===== src/rtl/daug_dram_ctrl.sv =====
// DRAM controller for the daughterboard control store / expansion RAM.
// Banked row/column multiplexing, byte CAS, CBR refresh and a sticky write-protect latch.
module daug_dram_ctrl #(
  parameter int unsigned ROW_W    = 8,
  parameter int unsigned BANK_W   = 1,
  parameter int unsigned CAS_WAIT = 0,
  parameter int unsigned PRE_CYC  = 2,
  parameter int unsigned REF_DIV  = 56,
  parameter int unsigned REF_HOLD = 2
) (
  input  logic                      CLK,
  input  logic                      _RST,
  input  logic                      SEL,
  input  logic [2*ROW_W+BANK_W-1:0] A,
  input  logic                      _AS,
  input  logic                      _UDS,
  input  logic                      _LDS,
  input  logic                      _PRW,
  input  logic                      LOCK,
  output logic [ROW_W-1:0]          MA,
  output logic [(1<<BANK_W)-1:0]    _RAS,
  output logic                      _UCAS,
  output logic                      _LCAS,
  output logic                      _WE,
  output logic                      _DTACK,
  output logic                      _DRD,
  output logic                      _DWR,
  output logic                      _WPRO
);

  localparam int unsigned NBANKS  = 1 << BANK_W;
  localparam int unsigned MAX1    = (CAS_WAIT > PRE_CYC) ? CAS_WAIT : PRE_CYC;
  localparam int unsigned CNT_MAX = (MAX1 > REF_HOLD) ? MAX1 : REF_HOLD;
  localparam int unsigned CNT_W   = $clog2(CNT_MAX + 1);
  localparam int unsigned DIV_W   = $clog2(REF_DIV);

  typedef enum logic [2:0] {IDLE, ROW, COL, ACK, PRE, REF1, REF2} state_t;

  state_t             state_q, state_d;
  logic [CNT_W-1:0]   cnt_q, cnt_d;
  logic [DIV_W-1:0]   div_q;
  logic               pend_q, pend_clr;
  logic [BANK_W-1:0]  bank_q, bank_d;
  logic [ROW_W-1:0]   col_q, col_d;
  logic               uds_q, uds_d, lds_q, lds_d, prw_q, prw_d;
  logic [ROW_W-1:0]   ma_d;
  logic [NBANKS-1:0]  ras_d;
  logic               ucas_d, lcas_d, we_d, dtack_d, drd_d, dwr_d;
  logic               req, wp;

  assign wp  = ~_WPRO;
  assign req = SEL & ~_AS & (~_UDS | ~_LDS) & _DTACK;

  always_comb begin
    state_d  = state_q;
    cnt_d    = cnt_q;
    pend_clr = 1'b0;
    bank_d   = bank_q;
    col_d    = col_q;
    uds_d    = uds_q;
    lds_d    = lds_q;
    prw_d    = prw_q;
    ma_d     = MA;
    ras_d    = _RAS;
    ucas_d   = _UCAS;
    lcas_d   = _LCAS;
    we_d     = _WE;
    dtack_d  = _DTACK;
    drd_d    = _DRD;
    dwr_d    = _DWR;
    case (state_q)
      IDLE: begin
        if (pend_q) begin
          ucas_d  = 1'b0;
          lcas_d  = 1'b0;
          state_d = REF1;
        end else if (req) begin
          bank_d  = A[2*ROW_W+BANK_W-1:2*ROW_W];
          col_d   = A[ROW_W-1:0];
          uds_d   = _UDS;
          lds_d   = _LDS;
          prw_d   = _PRW;
          ma_d    = A[2*ROW_W-1:ROW_W];
          state_d = ROW;
        end
      end
      ROW: begin
        ras_d[bank_q] = 1'b0;
        ma_d          = col_q;
        we_d          = prw_q | wp;
        dwr_d         = prw_q | wp;
        cnt_d         = '0;
        state_d       = COL;
      end
      COL: begin
        ucas_d = uds_q;
        lcas_d = lds_q;
        drd_d  = ~prw_q;
        if (cnt_q == CNT_W'(CAS_WAIT)) state_d = ACK;
        else                            cnt_d   = cnt_q + 1'b1;
      end
      ACK: begin
        // An early-released _AS skips the acknowledge and releases directly.
        if (_AS) begin
          ras_d   = '1;
          ucas_d  = 1'b1;
          lcas_d  = 1'b1;
          we_d    = 1'b1;
          drd_d   = 1'b1;
          dwr_d   = 1'b1;
          dtack_d = 1'b1;
          cnt_d   = '0;
          state_d = PRE;
        end else begin
          dtack_d = 1'b0;
        end
      end
      PRE: begin
        if (cnt_q == CNT_W'(PRE_CYC - 1)) state_d = IDLE;
        else                               cnt_d   = cnt_q + 1'b1;
      end
      REF1: begin
        ras_d   = '0;
        cnt_d   = '0;
        state_d = REF2;
      end
      REF2: begin
        if (cnt_q == CNT_W'(REF_HOLD - 1)) begin
          ras_d    = '1;
          ucas_d   = 1'b1;
          lcas_d   = 1'b1;
          pend_clr = 1'b1;
          cnt_d    = '0;
          state_d  = PRE;
        end else begin
          cnt_d = cnt_q + 1'b1;
        end
      end
      default: state_d = IDLE;
    endcase
  end

  always_ff @(posedge CLK or negedge _RST) begin
    if (!_RST) begin
      state_q <= IDLE;
      cnt_q   <= '0;
      bank_q  <= '0;
      col_q   <= '0;
      uds_q   <= 1'b1;
      lds_q   <= 1'b1;
      prw_q   <= 1'b1;
      MA      <= '0;
      _RAS    <= '1;
      _UCAS   <= 1'b1;
      _LCAS   <= 1'b1;
      _WE     <= 1'b1;
      _DTACK  <= 1'b1;
      _DRD    <= 1'b1;
      _DWR    <= 1'b1;
    end else begin
      state_q <= state_d;
      cnt_q   <= cnt_d;
      bank_q  <= bank_d;
      col_q   <= col_d;
      uds_q   <= uds_d;
      lds_q   <= lds_d;
      prw_q   <= prw_d;
      MA      <= ma_d;
      _RAS    <= ras_d;
      _UCAS   <= ucas_d;
      _LCAS   <= lcas_d;
      _WE     <= we_d;
      _DTACK  <= dtack_d;
      _DRD    <= drd_d;
      _DWR    <= dwr_d;
    end
  end

  // Clearing pend wins over a coincident divider tick: that tick is dropped.
  always_ff @(posedge CLK or negedge _RST) begin
    if (!_RST) begin
      div_q  <= DIV_W'(REF_DIV - 1);
      pend_q <= 1'b0;
      _WPRO  <= 1'b1;
    end else begin
      if (div_q == '0) div_q <= DIV_W'(REF_DIV - 1);
      else             div_q <= div_q - 1'b1;
      if (pend_clr)          pend_q <= 1'b0;
      else if (div_q == '0)  pend_q <= 1'b1;
      _WPRO <= _WPRO & ~LOCK;
    end
  end

endmodule

===== config.mk =====
export PLATFORM = sky130hd
export DESIGN_NAME = daug_dram_ctrl
export DESIGN_NICKNAME = d
export VERILOG_FILES = /design/src/rtl/daug_dram_ctrl.sv
export SDC_FILE = /design/constraint.sdc
export NUM_CORES = 1
export LEC_CHECK = 0
export ABC_AREA = 1
export CAP_MARGIN = 20
export CORE_ASPECT_RATIO = 0.5
export CORE_MARGIN = 3
export CORE_UTILIZATION = 43
export DETAILED_ROUTE_END_ITERATION = 8
export GPL_ROUTABILITY_DRIVEN = 0
export PLACE_DENSITY = 0.69
export SLEW_MARGIN = 10
export SYNTH_ARGS = -nofsm -noshare
export SYNTH_HDL_FRONTEND = slang
export SYNTH_SLANG_ARGS = --single-unit

===== constraint.sdc =====
create_clock -name CLK -period 1.4 [get_ports CLK]
set_input_delay 0.21 -clock CLK [delete_from_list [all_inputs] [get_ports CLK]]
set_output_delay 0.21 -clock CLK [all_outputs]
set_load 0.1 [all_outputs]

# --- Word-level counts from Yosys, hierarchy flattened ---
# Cells that the tools add are included.
classes:
  shifts: 0
  add_sub_neg: 2
  div_mod_pow: 0
  magnitude_cmp: 2
  multipliers: 0
  n_reduce_logical: 20
  eq_ne: 17
  n_mux: 33
  bitwise: 15
op_table:
  columns: ["cell", "count"]
  rows:
  - ["3-bit case mux with 7 select lines", 1]
  - ["3-bit 2-to-1 mux", 6]
  - ["2-bit inequality test, second input constant", 9]
  - ["8-bit 2-to-1 mux", 2]
  - ["8-bit case mux with 2 select lines", 1]
  - ["2-bit 2-to-1 mux", 6]
  - ["2-bit case mux with 5 select lines", 1]
  - ["3-bit equality test, second input constant", 3]
  - ["1-bit 2-to-1 mux", 9]
  - ["3-bit AND reduction", 3]
  - ["1-bit case mux with 4 select lines", 2]
  - ["2-bit case mux with 4 select lines", 1]
  - ["4-bit AND reduction", 2]
  - ["2-bit nonzero test", 4]
  - ["4-bit nonzero test", 2]
  - ["1-bit NOT", 7]
  - ["3-bit by 2-bit equality test with 1-bit output, second input constant", 2]
  - ["6-bit zero test", 1]
  - ["6-bit 2-to-1 mux", 1]
  - ["6-bit by 1-bit subtractor with 6-bit output, second input constant", 1]
  - ["5-bit AND reduction", 1]
  - ["5-bit nonzero test", 1]
  - ["1-bit AND", 4]
  - ["1-bit case mux with 2 select lines", 2]
  - ["15 further kinds", 17]
totals:
  register_bits: 40
  mem_bits_rw: 0
  memories: 0
  out_inout_bits: 17
  latchBits: 0
  inputBits: 25
  rom_bits: 0
  word_cells: 106

# --- Longest topological paths before layout ---
depth:
  ltp_word: 7
  mapped_depth: 9
  depth_no_buf: 9

# --- Least setup slack after synthesis ---
# Ideal clock, no wire load.
synth_path:
  path_kind: "register to register"
  from: "reg _DTACK"
  to: "reg col_q[0]"
  synth_period_minus_slack_ps: 1584
  n_path_buf: 0
  path_stages_with_launch: 6
  setup_slack_ps: -184
  setup_time_ps: 117
  arrival_ps: 1468
  required_time_ps: 1283
  path_cell_list: "dfstp_2 > nand4_4 > nor2_8 > inv_1 > nand2_1 > nand2_1"
synth_via:
  elab_chain_cells: 2
synth_lines:
  columns: ["item", "line_no", "text"]
  rows:
  - ["start: declaration", "25", "output logic _DTACK,"]
  - ["start signal: assignment", "173", "_DTACK <= dtack_d;"]
  - ["1-bit AND", "52", "assign req = SEL & ~_AS & (~_UDS | ~_LDS) & _DTACK;"]
  - ["3-bit AND reduction (no source line)", null, null]
  - ["end signal: assignment", "164", "col_q <= col_d;"]
  - ["end: declaration", "44", "logic [ROW_W-1:0] col_q, col_d;"]
# Every way passes these cells.
# A chain may end at the register's enable or synchronous reset.

# --- Worst setup path after layout ---
layout_path:
  from: "reg _DTACK"
  to: "out _DTACK"
# No word-level cell between the ends.

==> run_results.csv <==
group,metric,value,unit
outcome,status,"finished with violations",
outcome,violations,"setup timing",
sta,finalCritPeriodShare,101,%
sta,worst_pin_slew,0.304,ns
cts,cts_root_buf,"clkbuf_8",
floorplanning,die_w,106,um
cts,cts_tree,"yes",
floorplanning,core,4590,um^2
sta,clock_skew,0.00598,ns
cells_and_area,final.fill_count,387,
detailed_routing,vias,1872,
sta,grt_setup_unrepaired,"true",
cells_and_area,diodes,0,
sta,hold_violations,0,
floorplanning,start_util,46.6,%
cts,path_clk_slew,0.08,ns
critical_path,r2r-start,"_DTACK$_DFFE_PN1P_",
floorplanning,ios,42,
cts,cts.htree.levels,2,
synth,yosysWarnings,0,
critical_path,critPathMaxStageDelay,0.65,ns
critical_path,end_kind,"output pin",
critical_path,r2r_cells,6,
power,peakVddDrop,825,uV
critical_path,cp_slowest_cell,"dfstp_4",
synth,synthDistinctLibCells,30,
global_route,overflow,0,
cts,clk_latency,0.29,ns
critical_path,start_kind,"register",
cells_and_area,area_growth,45.4,%
synth,synth_seq_cells,40,
detailed_routing,wl_per_cell,12.5,um
critical_path,critPathKind,"reg -> out",
synth,syn_inst,259,
critical_path,reg2reg_slack,0.01,ns
global_route,antenna_found_initial,0,
power,p_leak,1.53,nW
critical_path,cpLargestDelayFamily,"flip-flops",
global_route,grt_pass1_vias,1742,
placement,io_buffers,41,
critical_path,critPathMaxFanout,2,
placement,hpwl,3570,um
cells_and_area,drive_gt1_share,28.6,%
sta,fin_crit,1.41,ns
detailed_routing,drt-initial-drc-count,59,
cts,numCtsBuffers,5,
sta,whs,0.409,ns
detailed_routing,drtPass1Iterations,4,
floorplanning,die_y,55.9,um
cells_and_area,layout.nets,347,
cts,clock_sinks,40,
global_route,grt_use_total,16.1,%
sta,report.final.setup_viol,1,
detailed_routing,drc,0,
sta,layout_setup_ws,-0.00839,ns
detailed_routing,detail_route.vias_per_cell,4.88,
critical_path,regToRegEndpoint,"MA[7]$_DFFE_PN0P_",
job,drv_cap,0,
detailed_routing,ant_nets,0,
synth,ys_seq_area_share,47.7,%
critical_path,crit_chain,"buf_12 -> buf_12",
sta,relSlewSlack,79.7,%
critical_path,cp_num_buf_inv,2,
critical_path,crit_required,1.19,ns
floorplanning,num_rows,17,
synth,syn-cell-area,2140,um^2
global_route,grt_pass1_wl,7650,um
worst_hold_path,hold_class,"in -> async",
power,cellPowerDensity,2280,nW/um^2
synth,synth_fp_nets,289,
cts,clock_path_buffers,2,
critical_path,critPathArrivalTime,1.20,ns
global_route,grt_max_degree,41,
placement,dp.cells,370,
cells_and_area,instances_no_fill,384,
detailed_routing,wl,4820,um
sta,max_freq,710,MHz
critical_path,worstSetupPathDepth,2,
floorplanning,fp.dieArea,5920,um^2
synth,syn_avg_cell_area,8.27,um^2
critical_path,cp_common_cell,"buf_12",
sta,slew_violations,0,
sta,tns,-0.00839,ns
==> registers in the layout (all words and copies together), names as in the netlist, 2 cells and up <==
| signal | cells |
|---|---|
| div_q | 6 |
| state_q | 3 |
| cnt_q | 2 |
| MA | 8 |
| _RAS | 2 |
| col_q | 8 |
==> metal layers <==
metal,track usage [%],vias up,wire length (um)
met5,0,-,0
met4,3.14,0,26
met3,4.52,7,192
met2,28.2,45,2470
met1,20.1,880,2130
li1,-,940,-
==> cell usage after synthesis (all sizes together) <==
cell type | count | area [um^2]
o21ai | 14 | 73.8
inv | 28 | 110
a21boi | 1 | 7.51
o211ai | 1 | 7.51
nor2 | 24 | 151
nand3 | 34 | 188
dfstp | 16 | 420
a21oi | 1 | 5.00
dfrtp | 24 | 601
nand2 | 96 | 378
nand4 | 4 | 40.0
ha | 5 | 62.6
a22oi | 1 | 7.51
or2 | 2 | 12.5
buf | 6 | 67.6
nor3 | 2 | 10.0
==> logic make-up after synthesis <==
family	share of synthesized area [%]
simple gates	36.4
flops	47.7
fa+ha+maj	2.92
compound gates	4.73
buf+inv	8.29
==> through the flow <==
stage | setup WS, ns | util [%] | instance area [um^2] | power (mW)
floorplan | -0.0558 | - | 2150 | 4.71
global placement | -0.0548 | 62.1 | 2850 | 5.90
detailed placement | -0.103 | 62.1 | 2850 | 6.00
CTS | 0.00123 | 64.2 | 2950 | 6.79
global route | -0.0535 | 67.8 | 3120 | 7.52
finish | -0.00839 | 67.8 | 3120 | 7.09
==> cells in the final DEF, fill, tap and decap left out, drive strengths merged <==
| cell type | instances |
|---|---|
| clkinvlp | 1 |
| o211ai | 1 |
| o21ai | 14 |
| nor3 | 2 |
| or2 | 2 |
| nand2 | 96 |
| clkdlybuf4s50 | 23 |
| dfstp | 16 |
| a21oi | 1 |
| ha | 5 |
| dlygate4sd3 | 1 |
| a22oi | 1 |
| inv | 28 |
| dfrtp | 24 |
| clkbuf | 8 |
| buf | 32 |
| nand4 | 4 |
| nor2 | 24 |
| a21boi | 1 |
| nand3 | 34 |
==> worst reg2reg max path, stage by stage, from the launching register on <==
cell and delay, ns:
dfstp_4 0.65, nand4_4 0.12, nor2_8 0.16, buf_6 0.15, nor2_4 0.06, nand2_1 0.07, nand3_1 0.07
==> repair_timing <==
item	4_1_cts	5_1_grt
cloned	0	1
endpoints found under the setup margin	12	28
resized for setup	1	26
pin swaps	0	7
hold buffers	1	0
hold endpoints to repair	24	0
setup buffers	0	5
==> where the power goes <==
part | switching (mW) | internal (mW)
combinational | 2.64 | 1.55
clock | 0.402 | 0.401
sequential | 0.415 | 1.68
total | 3.46 | 3.63
==> worst max-delay path by stage <==
stage / start / endpoint / slack, ns
floorplan: _DTACK$_DFFE_PN1P_ / col_q[7]$_DFFE_PN0P_ / -0.06
global placement: _AS / bank_q$_DFFE_PN0P_ / -0.05
detailed placement: _AS / MA[7]$_DFFE_PN0P_ / -0.10
CTS: cnt_q[1]$_DFFE_PN0P_ / state_q[2]$_DFFE_PN0P_ / 0.001
global route: state_q[0]$_DFFE_PN0P_ / cnt_q[0]$_DFFE_PN0P_ / -0.05
finish: _DTACK$_DFFE_PN1P_ / _DTACK / -0.008
==> area by class of cell <==
class / instances / area (um^2) / share of cell area [%]
clock inverters: 1 / 7.51 / 0.241
well taps: 66 / 82.6 / 2.65
multi-input cells: 185 / 1010 / 32.4
repair buffers: 57 / 785 / 25.2
flip-flops and latches: 40 / 1030 / 33.1
inverters: 28 / 113 / 3.61
clock buffers: 7 / 86.3 / 2.77
(Power assumes the default switching activity.)
